<file path="src/rtl/lcd_kit_pkg.sv">
// Shared definitions for the LCD/LED front-end counter blocks: mode encodings,
// BCD digit width and a constant-evaluable binary-to-BCD helper.
package lcd_kit_pkg;

  localparam int BCD_W          = 4;
  localparam int BCD_MAX_DIGITS = 16;

  typedef enum logic [1:0] {
    MODE_HOLD = 2'b00,
    MODE_UP   = 2'b01,
    MODE_DOWN = 2'b10,
    MODE_AUTO = 2'b11
  } mode_e;

  // Elaboration-time only: builds wrap-load constants, never used on live data.
  function automatic logic [BCD_W*BCD_MAX_DIGITS-1:0] bcd_image(input longint unsigned value);
    logic [BCD_W*BCD_MAX_DIGITS-1:0] img;
    longint unsigned                 v;
    img = '0;
    v   = value;
    for (int i = 0; i < BCD_MAX_DIGITS; i++) begin
      img[i*BCD_W +: BCD_W] = BCD_W'(v % 10);
      v = v / 10;
    end
    return img;
  endfunction

endpackage

</file>
<file path="src/rtl/btn_debounce.sv">
// Push-button front end: two-flop synchroniser, stability counter and a
// one-cycle pulse on each accepted press (debounced 0->1).
module btn_debounce #(
  parameter int DEB_CYCLES = 4
) (
  input  logic clk,
  input  logic reset,
  input  logic btn,
  output logic btn_evt
);

  localparam int DEB_W = (DEB_CYCLES > 1) ? $clog2(DEB_CYCLES) : 1;
  localparam logic [DEB_W-1:0] DEB_LAST = DEB_W'(DEB_CYCLES - 1);

  logic [1:0]       sync_reg;
  logic             btn_s;
  logic [DEB_W-1:0] cnt_reg;
  logic             level_reg;
  logic             prev_level_reg;
  logic             evt_reg;

  assign btn_s   = sync_reg[1];
  assign btn_evt = evt_reg;

  always_ff @(posedge clk) begin
    if (reset) begin
      sync_reg       <= '0;
      cnt_reg        <= '0;
      level_reg      <= 1'b0;
      prev_level_reg <= 1'b0;
      evt_reg        <= 1'b0;
    end else begin
      sync_reg       <= {sync_reg[0], btn};
      prev_level_reg <= level_reg;
      evt_reg        <= level_reg & ~prev_level_reg;
      // Any sample that agrees with the accepted level restarts the stability window.
      if (btn_s != level_reg) begin
        if (cnt_reg == DEB_LAST) begin
          level_reg <= btn_s;
          cnt_reg   <= '0;
        end else begin
          cnt_reg <= cnt_reg + DEB_W'(1);
        end
      end else begin
        cnt_reg <= '0;
      end
    end
  end

endmodule

</file>
<file path="src/rtl/btn_event_counter.sv">
// Button/auto driven up-down counter with wrap at MAX_COUNT, keeping a packed
// BCD image in lock-step with the binary count for the LCD writer.
module btn_event_counter
  import lcd_kit_pkg::*;
#(
  parameter int DIGITS     = 3,
  parameter int MAX_COUNT  = 255,
  parameter int CNT_W      = 8,
  parameter int DEB_CYCLES = 4,
  parameter int TICK_SLOW  = 50_000_000,
  parameter int TICK_FAST  = 12_500_000
) (
  input  logic                    clk,
  input  logic                    reset,
  input  logic                    btn,
  input  logic                    stop,
  input  logic                    speed,
  input  logic [1:0]              mode,
  output logic [CNT_W-1:0]        q,
  output logic [BCD_W*DIGITS-1:0] bcd,
  output logic [7:0]              LED,
  output logic                    wrap_p,
  output logic                    btn_evt
);

  localparam int TICK_MAX = (TICK_SLOW > TICK_FAST) ? TICK_SLOW : TICK_FAST;
  localparam int TICK_W   = (TICK_MAX > 1) ? $clog2(TICK_MAX) : 1;
  localparam int BCD_TW   = BCD_W * DIGITS;

  localparam logic [TICK_W-1:0] SLOW_M1 = TICK_W'(TICK_SLOW - 1);
  localparam logic [TICK_W-1:0] FAST_M1 = TICK_W'(TICK_FAST - 1);
  localparam logic [CNT_W-1:0]  Q_MAX   = CNT_W'(MAX_COUNT);
  localparam logic [BCD_W*BCD_MAX_DIGITS-1:0] BCD_MAX_ALL = bcd_image(MAX_COUNT);
  localparam logic [BCD_TW-1:0] BCD_MAX = BCD_MAX_ALL[BCD_TW-1:0];

  logic              evt;
  logic              tick_run;
  logic              tick;
  logic [TICK_W-1:0] period_m1;
  logic [TICK_W-1:0] tick_cnt_reg;
  logic [TICK_W-1:0] tick_cnt_next;
  logic              step_up;
  logic              step_dn;

  logic [CNT_W-1:0]  q_reg,   q_next;
  logic [BCD_TW-1:0] bcd_reg, bcd_next;
  logic [7:0]        led_reg, led_next;
  logic              wrap_reg, wrap_next;

  logic [BCD_TW-1:0] bcd_inc;
  logic [BCD_TW-1:0] bcd_dec;
  logic [DIGITS-1:0] inc_carry;
  logic [DIGITS-1:0] dec_borrow;

  btn_debounce #(
    .DEB_CYCLES(DEB_CYCLES)
  ) u_debounce (
    .clk    (clk),
    .reset  (reset),
    .btn    (btn),
    .btn_evt(evt)
  );

  // Ripple +1 / -1 on the BCD image; only the low digit is unconditionally touched.
  assign inc_carry[0]  = 1'b1;
  assign dec_borrow[0] = 1'b1;

  for (genvar gi = 0; gi < DIGITS; gi++) begin : g_digit
    logic [BCD_W-1:0] digit;
    assign digit = bcd_reg[gi*BCD_W +: BCD_W];

    assign bcd_inc[gi*BCD_W +: BCD_W] = !inc_carry[gi]   ? digit :
                                        (digit == 4'd9)  ? 4'd0  : digit + 4'd1;
    assign bcd_dec[gi*BCD_W +: BCD_W] = !dec_borrow[gi]  ? digit :
                                        (digit == 4'd0)  ? 4'd9  : digit - 4'd1;

    if (gi < DIGITS - 1) begin : g_chain
      assign inc_carry[gi+1]  = inc_carry[gi]  && (digit == 4'd9);
      assign dec_borrow[gi+1] = dec_borrow[gi] && (digit == 4'd0);
    end
  end

  always_comb begin
    tick_run  = (mode_e'(mode) == MODE_AUTO) && !stop;
    period_m1 = speed ? FAST_M1 : SLOW_M1;
    // >= so a fast-rate switch past the new terminal value fires immediately.
    tick      = tick_run && (tick_cnt_reg >= period_m1);
    step_up   = !stop && (((mode_e'(mode) == MODE_UP) && evt) || tick);
    step_dn   = !stop && (mode_e'(mode) == MODE_DOWN) && evt;

    tick_cnt_next = (!tick_run || tick) ? '0 : tick_cnt_reg + TICK_W'(1);

    q_next    = q_reg;
    bcd_next  = bcd_reg;
    wrap_next = 1'b0;
    if (step_up) begin
      if (q_reg == Q_MAX) begin
        q_next    = '0;
        bcd_next  = '0;
        wrap_next = 1'b1;
      end else begin
        q_next   = q_reg + CNT_W'(1);
        bcd_next = bcd_inc;
      end
    end else if (step_dn) begin
      if (q_reg == '0) begin
        q_next    = Q_MAX;
        bcd_next  = BCD_MAX;
        wrap_next = 1'b1;
      end else begin
        q_next   = q_reg - CNT_W'(1);
        bcd_next = bcd_dec;
      end
    end
    led_next = 8'(q_next);
  end

  always_ff @(posedge clk) begin
    if (reset) begin
      tick_cnt_reg <= '0;
      q_reg        <= '0;
      bcd_reg      <= '0;
      led_reg      <= '0;
      wrap_reg     <= 1'b0;
    end else begin
      tick_cnt_reg <= tick_cnt_next;
      q_reg        <= q_next;
      bcd_reg      <= bcd_next;
      led_reg      <= led_next;
      wrap_reg     <= wrap_next;
    end
  end

  assign q       = q_reg;
  assign bcd     = bcd_reg;
  assign LED     = led_reg;
  assign wrap_p  = wrap_reg;
  assign btn_evt = evt;

endmodule

</file>
<file path="config.mk">
export PLATFORM = sky130hd
export DESIGN_NAME = btn_event_counter
export DESIGN_NICKNAME = d
export VERILOG_FILES = /design/src/rtl/lcd_kit_pkg.sv /design/src/rtl/btn_debounce.sv /design/src/rtl/btn_event_counter.sv
export SDC_FILE = /design/constraint.sdc
export NUM_CORES = 1
export LEC_CHECK = 0
export ABC_AREA = 1
export BUFFER_PORTS_ARGS = -buffer_cell sky130_fd_sc_hd__buf_2
export CAP_MARGIN = 40
export CORE_MARGIN = 2
export CORE_UTILIZATION = 35
export CTS_CLUSTER_SIZE = 28
export DETAILED_ROUTE_END_ITERATION = 10
export HOLD_SLACK_MARGIN = 0.06
export PLACE_DENSITY_LB_ADDON = 0.25
export SLEW_MARGIN = 20
export SYNTH_ARGS = -nofsm -noshare
export SYNTH_HDL_FRONTEND = slang
export SYNTH_SLANG_ARGS = --single-unit
</file>
<file path="constraint.sdc">
create_clock -name clk -period 4.1 [get_ports clk]
set_input_delay 0 -clock clk [delete_from_list [all_inputs] [get_ports clk]]
set_output_delay 0 -clock clk [all_outputs]
set_load 0.005 [all_outputs]
</file>
==> summary.md, run 1 <==
| Metric | Value |
|---|---|
| ANT cells | 0 |
| Synth cell count leaders | 115 x nand2_1, 83 x nor2_1, 59 x inv_1 |
| M1 WL | 3630 um |
| Worst R2R Path Depth | 12 |
| PD cells | 235 mW/mm^2 |
| Worst path required time | 4.30 ns |
| Die X-Extent | 102 um |
| Setup TNS | 0 ns |
| Final hold violations | 0 |
| Worst vdd ir | 0.137 mV |
| Fmax | about 430 MHz |
| Max Slew Vio Count | 0 |
| Initial antenna violation count | 0 |
| Worst-path clk slew | 0.11 ns |
| Cell variety after synth | 39 |
| Worst r2r src | tick_cnt_reg[25]$_SDFF_PP0_ |
| H-tree depth | 2 |
| Post-synthesis compound-gate area fraction | 0.106 |
| Detail Placement HPWL | roughly 6000 um |
| Worst-Skew Late Latency | 0.32 ns |
| Vias in the first global route | 3042 |
| Routability cong. | 0.889 |
| Main combinational cell family by area after synthesis | simple AND/OR/NAND/NOR gates |
| Met3 WL | 294 um |
| Max FFs per register | 26 |
| Setup violators final | 0 |
| Final min period | 2.34 ns |
| Max-cap violations | 0 |
| Hold-critical path endpoint | LED[2]$_SDFFE_PP0P_ |
| Initial DRC Count | 133 |
| Crit path from | tick_cnt_reg[25]$_SDFF_PP0_ |
| Reg2reg end | LED[0]$_SDFFE_PP0P_ |
| Core area | 0.00924 mm^2 |
| Number of synthesized flops with an enable pin | 0 |
| Post-Syn Area per Cell | 6.57 um^2 |
| Syn Nets | 526 |
| Syn Std Cell Area | roughly 0.0033 mm^2 |
| Cell Chain, Critical Path | ha_1, nand2_1, nor2_1, nand2_1, nor2_1, nand2_1, nand3_2, nand2_2, a21oi_1, nand2_1, nand3_1, a21oi_1 |
| Area grow syn2layout | 10.9% |
| Xor/xnor share of the synthesized area | 0.0526 |
| Row cnt | 35 |
| Clk buf depth | 2 |
| First-pass GRT wire length | 13600 um |
| Max transition margin | 0.504 |
| WHS Path Cells | 4 |
| Die area | 0.0103 mm^2 |
| Crit path DAT | 2.53 ns |
| RSZ-0062 raised after global routing | false |
| Top layer in use | met4 |
| HP Class | in -> reg |
| Routed WL | between 7000 and 8000 um |
| Slowest stage delay, CP | 0.51 ns |
| Status | finished, final reports clean |
| Met2 WL | 3880 um |
| Residual DRC | 0 |
| Largest area contributor in the netlist | dfxtp_1 |
| Mapped Cells | ~500 |
| Tcrit/Tclk final | 0.571 |
| Worst Path Max Fanout | 6 |
| First-pass DRT Iterations | 4 |
| Die H | just over 100 um |
| Core Util, Final | 0.400 |
| Most common cell in the netlist | nand2_1 |
| Nets | between 500 and 600 |
| CTS sink cnt | 54 |
| Final ANT Viol Nets | 0 |
| Largest net degree at the start of global routing | 25 |
| Via count | between 3000 and 4000 |
| Starting Density | 0.360 |
| Area share of the largest cell type after synthesis | 0.325 |
| Async set-reset flop share out of synthesis | 0 |
| GRT Overall Usage | 0.163 |
| Clock Skews | 0.0183 ns |
| Root buf cell | clkbuf_8 |
| Worst setup EP type | flip-flop |
| Top_reg_cell synth | dfxtp_1 |
| Worst Hold Launch | stop |
| Reg2Reg Setup Slack | between 1.5 and 2 ns |
| GRT Residual Overflow | 0 |
| CTS buffer count | 5 |
| Synth area leaders | dfxtp_1 32%, nand2_1 13%, nor2_1 9.4% |
| CTS tree | done |
| Pleak | between 1.5 and 2 nW |
| WL/cell | 11.9 um |
| Startpoint Class | flip-flop |
| CP max-delay cell | a21oi_1 |
| I/O pin cnt | 37 |
| YS warnings | 0 |
| Slew @ Worst Pin | 0.744 ns |
| Vias per cell | 4.82 |
| IO Port Bufs | 36 |
| Mux contribution to synthesized area | 0 |
| CP dominant cell by count | nand2_1 |
| Sequential element share of the synthesized area | 0.325 |
| Share of cells above drive strength 1 | 0.122 |
| Post-Synth Simple-Gate Area | 0.370 |
| Synth Area in Adders | 0.0451 |
| Yosys reg bits | 54 |
| Setup CP Type | reg -> reg |
-- worst max path at each step --
stage	slack [ns]	end
2_1_floorplan	2.19	bcd[4]$_SDFFE_PP0P_
3_3_place_gp	1.82	bcd[4]$_SDFFE_PP0P_
3_5_place_dp	1.76	LED[0]$_SDFFE_PP0P_
4_1_cts	1.73	LED[0]$_SDFFE_PP0P_
5_1_grt	1.39	bcd[2]$_SDFFE_PP0P_
6_report	1.76	LED[0]$_SDFFE_PP0P_
-- metal layers --
metal | vias to the layer above | GRT usage
met2 | 58 | 0.298
li1 | 1679 | -
met5 | - | 0
met1 | 1468 | 0.198
met4 | 0 | 0.0437
met3 | 13 | 0.0235
-- repair_timing --
| action | 4_1_cts | 5_1_grt |
|---|---|---|
| endpoints found under the hold margin | 7 | 0 |
| buffers inserted | 0 | 0 |
| hold buffers | 3 | 0 |
| setup endpoints to repair | 0 | 0 |
| resized for setup | 0 | 0 |
-- worst max-delay path, delay by kind of cell (launching register included) --
kind | cells | cell delay (ns)
compound gates | 2 | 0.59
simple gates | 9 | 0.98
flops | 1 | 0.34
fa+ha+maj | 1 | 0.30
-- cell type report --
cell class | instances | area, um^2
repair buffers | 39 | 210
clock inverters | 3 | 25.0
clock buffers | 5 | 68.8
multi-input cells | 375 | 1910
fillers | 1026 | 5550
inverters | 63 | 236
well taps | 129 | 161
flip-flops and latches | 54 | 1080
-- where the power goes --
group | switching, W | leakage, nW | internal [W]
clock | 0.000193 | 0.0447 | 0.000124
combinational | 0.0000161 | 1.15 | 0.00000800
sequential | 0.000000755 | 0.435 | 0.000526
total | 0.000210 | 1.63 | 0.000658
-- per-stage QoR --
step                      power, W  hold WS [ns]  instance area, um^2  setup slack [ns]  std cells
final                     0.000867         0.142                 3690              1.76        668
after global routing      0.000905         0.150                 3690              1.39        668
after CTS                 0.000883         0.128                 3690              1.73        668
after detailed placement  0.000561         0.208                 3570              1.76        657
after global placement    0.000560         0.205                 3570              1.82        657
after floorplan           0.000552        0.0776                 3330              2.19        507
-- placed cells by master (no fill, tap or decap), drive strengths merged, types with 7 or more instances in the layout --
| cell | n |
|---|---|
| a21oi | 24 |
| buf | 36 |
| dfxtp | 54 |
| ha | 12 |
| inv | 62 |
| nand2 | 122 |
| nand3 | 33 |
| nand4 | 7 |
| nor2 | 85 |
| nor3 | 18 |
| o21ai | 29 |
| xor2 | 17 |
-- cell families after synthesis --
kind of cell,after synthesis
buffers and inverters,78
AO/OA/AOI/OAI,65
flip-flops,54
AND/OR/NAND/NOR,278
adder cells (fa/ha/maj),12
XOR/XNOR,20
(Power assumes the default switching activity.)
==> inputs of run 2 (changes only) <==
==> constraint.sdc (replaced) <==
create_clock -name clk -period 1.95 [get_ports clk]
set_input_delay 0 -clock clk [delete_from_list [all_inputs] [get_ports clk]]
set_output_delay 0 -clock clk [all_outputs]
set_load 0.005 [all_outputs]
==> run 2 against run 1 <==
Net effect: register-to-register slack got worse by 1.8 ns; clock skew decreased by 0.0049 ns; die area unchanged; non-clock buffer count increased by 54; first-iteration DRC count decreased by 11%; the run now ends with negative setup slack left; largest cell class unchanged; fmax increased by 19%; utilization increased by 7.8 points; final cell count increased by 8.1%; final area increased by 20%.
==> summary.md, run 2 (synthesis gave the netlist of run 1 again) <==
| Metric | Value |
|---|---|
| Worst-Skew Late Latency | 0.31 ns |
| PD cells | 414 mW/mm^2 |
| Max transition margin | 0.744 |
| Clk buf depth | 2 |
| Layout Cells excl Fill | 722 |
| Slew @ Worst Pin | 0.381 ns |
| M1 WL | just under 4000 um |
| Int Power | 0.00139 W |
| Failing checks | negative setup slack |
| Status | complete, but fails checks |
| First-pass DRT Iterations | 4 |
| Commonest non-fill, non-tap cell in the layout | nand2_1 |
| Die area | 0.0103 mm^2 |
| Finished Cell Area | between 0.004 and 0.005 mm^2 |
| RSZ-0062 raised after global routing | true |
| CTS buffer count | 5 |
| Setup TNS | -0.0199 ns |
| Nets | 611 |
| Via count | between 3000 and 4000 |
| ANT cells | 0 |
| First-pass GRT wire length | 13900 um |
| I/O pin cnt | 37 |
| Detail Placement HPWL | about 6300 um |
| Worst-path clk slew | 0.11 ns |
| Area grow syn2layout | 32.6% |
| Final WS setup | -0.00909 ns |
| GRT Residual Overflow | 0 |
| Max-cap violations | 0 |
| Commonest cells after routing, fill and taps aside | 102 x nand2_1, 76 x nor2_1, 57 x inv_1, 47 x buf_4, 46 x dfxtp_1 |
| H-tree depth | 2 |
| Worst vdd ir | 0.251 mV |
| Top layer in use | met4 |
| Routed WL | 8440 um |
| Core area | 0.00924 mm^2 |
| Share of cells above drive strength 1 | 0.290 |
| Row cnt | 35 |
| Switching share of power | 0.239 |
| Die X-Extent | 102 um |
| Fmax | 510 MHz |
| Cells after DPL | between 700 and 800 |
| WL/cell | about 12 um |
| Largest net degree at the start of global routing | 19 |
| Tcrit/Tclk final | 1.00 |
| Clock Skews | 0.0134 ns |
| Residual DRC | 0 |
| Pleak | between 1.5 and 2 nW |
| Sequential power share | 0.605 |
| Met2 WL | 4270 um |
| Starting Density | 0.360 |
| Placement Setup Slack | -0.0927 ns |
| IO Port Bufs | 36 |
| Area after DPL | 0.00394 mm^2 |
| Setup CP Type | reg -> reg |
| Die H | 102 um |
| HP Class | in -> reg |
| GRT Overall Usage | 0.166 |
| CTS sink cnt | 54 |
| Layout fillers | 910 |
| Met3 WL | approximately 190 um |
| Final ANT Viol Nets | 0 |
| Initial antenna violation count | 0 |
| Clock power frac | 0.359 |
| Worst Path Max Fanout | 7 |
| Setup violators final | 3 |
| Comb pwr share | 0.036 |
| Root buf cell | clkbuf_8 |
| Routability cong. | 0.851 |
| Max Slew Vio Count | 0 |
| Core Util, Final | 0.478 |
| Startpoint Class | flip-flop |
| P_sw | 0.000438 W |
| Worst setup EP type | flip-flop |
| Worst path required time | 2.18 ns |
| Final hold violations | 0 |
| CTS tree | done |
| Final min period | 1.96 ns |
| Vias in the first global route | 3142 |
| Max FFs per register | 26 |
| Initial DRC Count | between 100 and 150 |
| Vias per cell | around 4.7 |
| Area occupied by registers | 0.00109 mm^2 |
| Crit path DAT | 2.19 ns |
| Multi-input gate area | 0.00219 mm^2 |
-- run 2: power by group through the flow --
stage / clock [W] / combinational, W / sequential (W)
after CTS: 0.000691 / 0.0000587 / 0.00111
after detailed placement: 0 / 0.0000527 / 0.00113
after global placement: 0 / 0.0000515 / 0.00113
after global routing: 0.000732 / 0.0000741 / 0.00111
final: 0.000656 / 0.0000652 / 0.00111
after floorplan: 0 / 0.0000278 / 0.00113
-- run 2: worst paths after layout --
kind | startpoint | endpoint | slack, ns | cells after the start
worst max-delay path | tick_cnt_reg[25]$_SDFF_PP0_ | LED[1]$_SDFFE_PP0P_ | -0.009 | 14
worst min-delay path | stop | LED[2]$_SDFFE_PP0P_ | 0.18 | 5
worst max register to register | tick_cnt_reg[25]$_SDFF_PP0_ | LED[1]$_SDFFE_PP0P_ | -0.009 | 14
worst min register to register | u_debounce.prev_level_reg$_SDFF_PP0_ | u_debounce.btn_evt$_SDFF_PP0_ | 0.40 | 1
-- run 2: what timing repair did --
action	4_1_cts	5_1_grt
setup buffers	4	1
hold endpoints to repair	10	0
pin swaps	7	26
resized for setup	19	61
hold buffers	3	0
endpoints found under the setup margin	20	34
-- run 2: cell type report --
type                            instances  area share
Clock inverter                          3     0.00567
Clock buffer                            5      0.0156
Tap cell                              129      0.0365
Multi-Input combinational cell        375       0.496
Sequential cell                        54       0.247
Inverter                               63      0.0538
Timing Repair Buffer                   93       0.145
-- run 2: critical path, cell delays in order, from the launching register on --
cell and delay, ns:
dfxtp_2 0.35, ha_4 0.27, nand2_2 0.05, nor2_2 0.10
nand2_1 0.07, nor2_1 0.08, nand2_1 0.07, nand3_2 0.09
nand2_2 0.08, nand2_4 0.11, nand2_8 0.09, nor2_4 0.18
buf_4 0.16, nand2_1 0.05, a31oi_1 0.14
-- run 2: layer usage --
metal / GRT usage / vias to the layer above
li1: - / 1792
met1: 0.205 / 1555
met2: 0.305 / 42
met3: 0.0235 / 4
met4: 0.0353 / 0
met5: 0 / -
-- run 2: stage by stage --
stage,hold slack [ns],power [W]
2_1_floorplan,0.0776,0.00116
3_3_place_gp,0.207,0.00118
3_5_place_dp,0.207,0.00118
4_1_cts,0.152,0.00186
5_1_grt,0.182,0.00191
6_report,0.178,0.00183
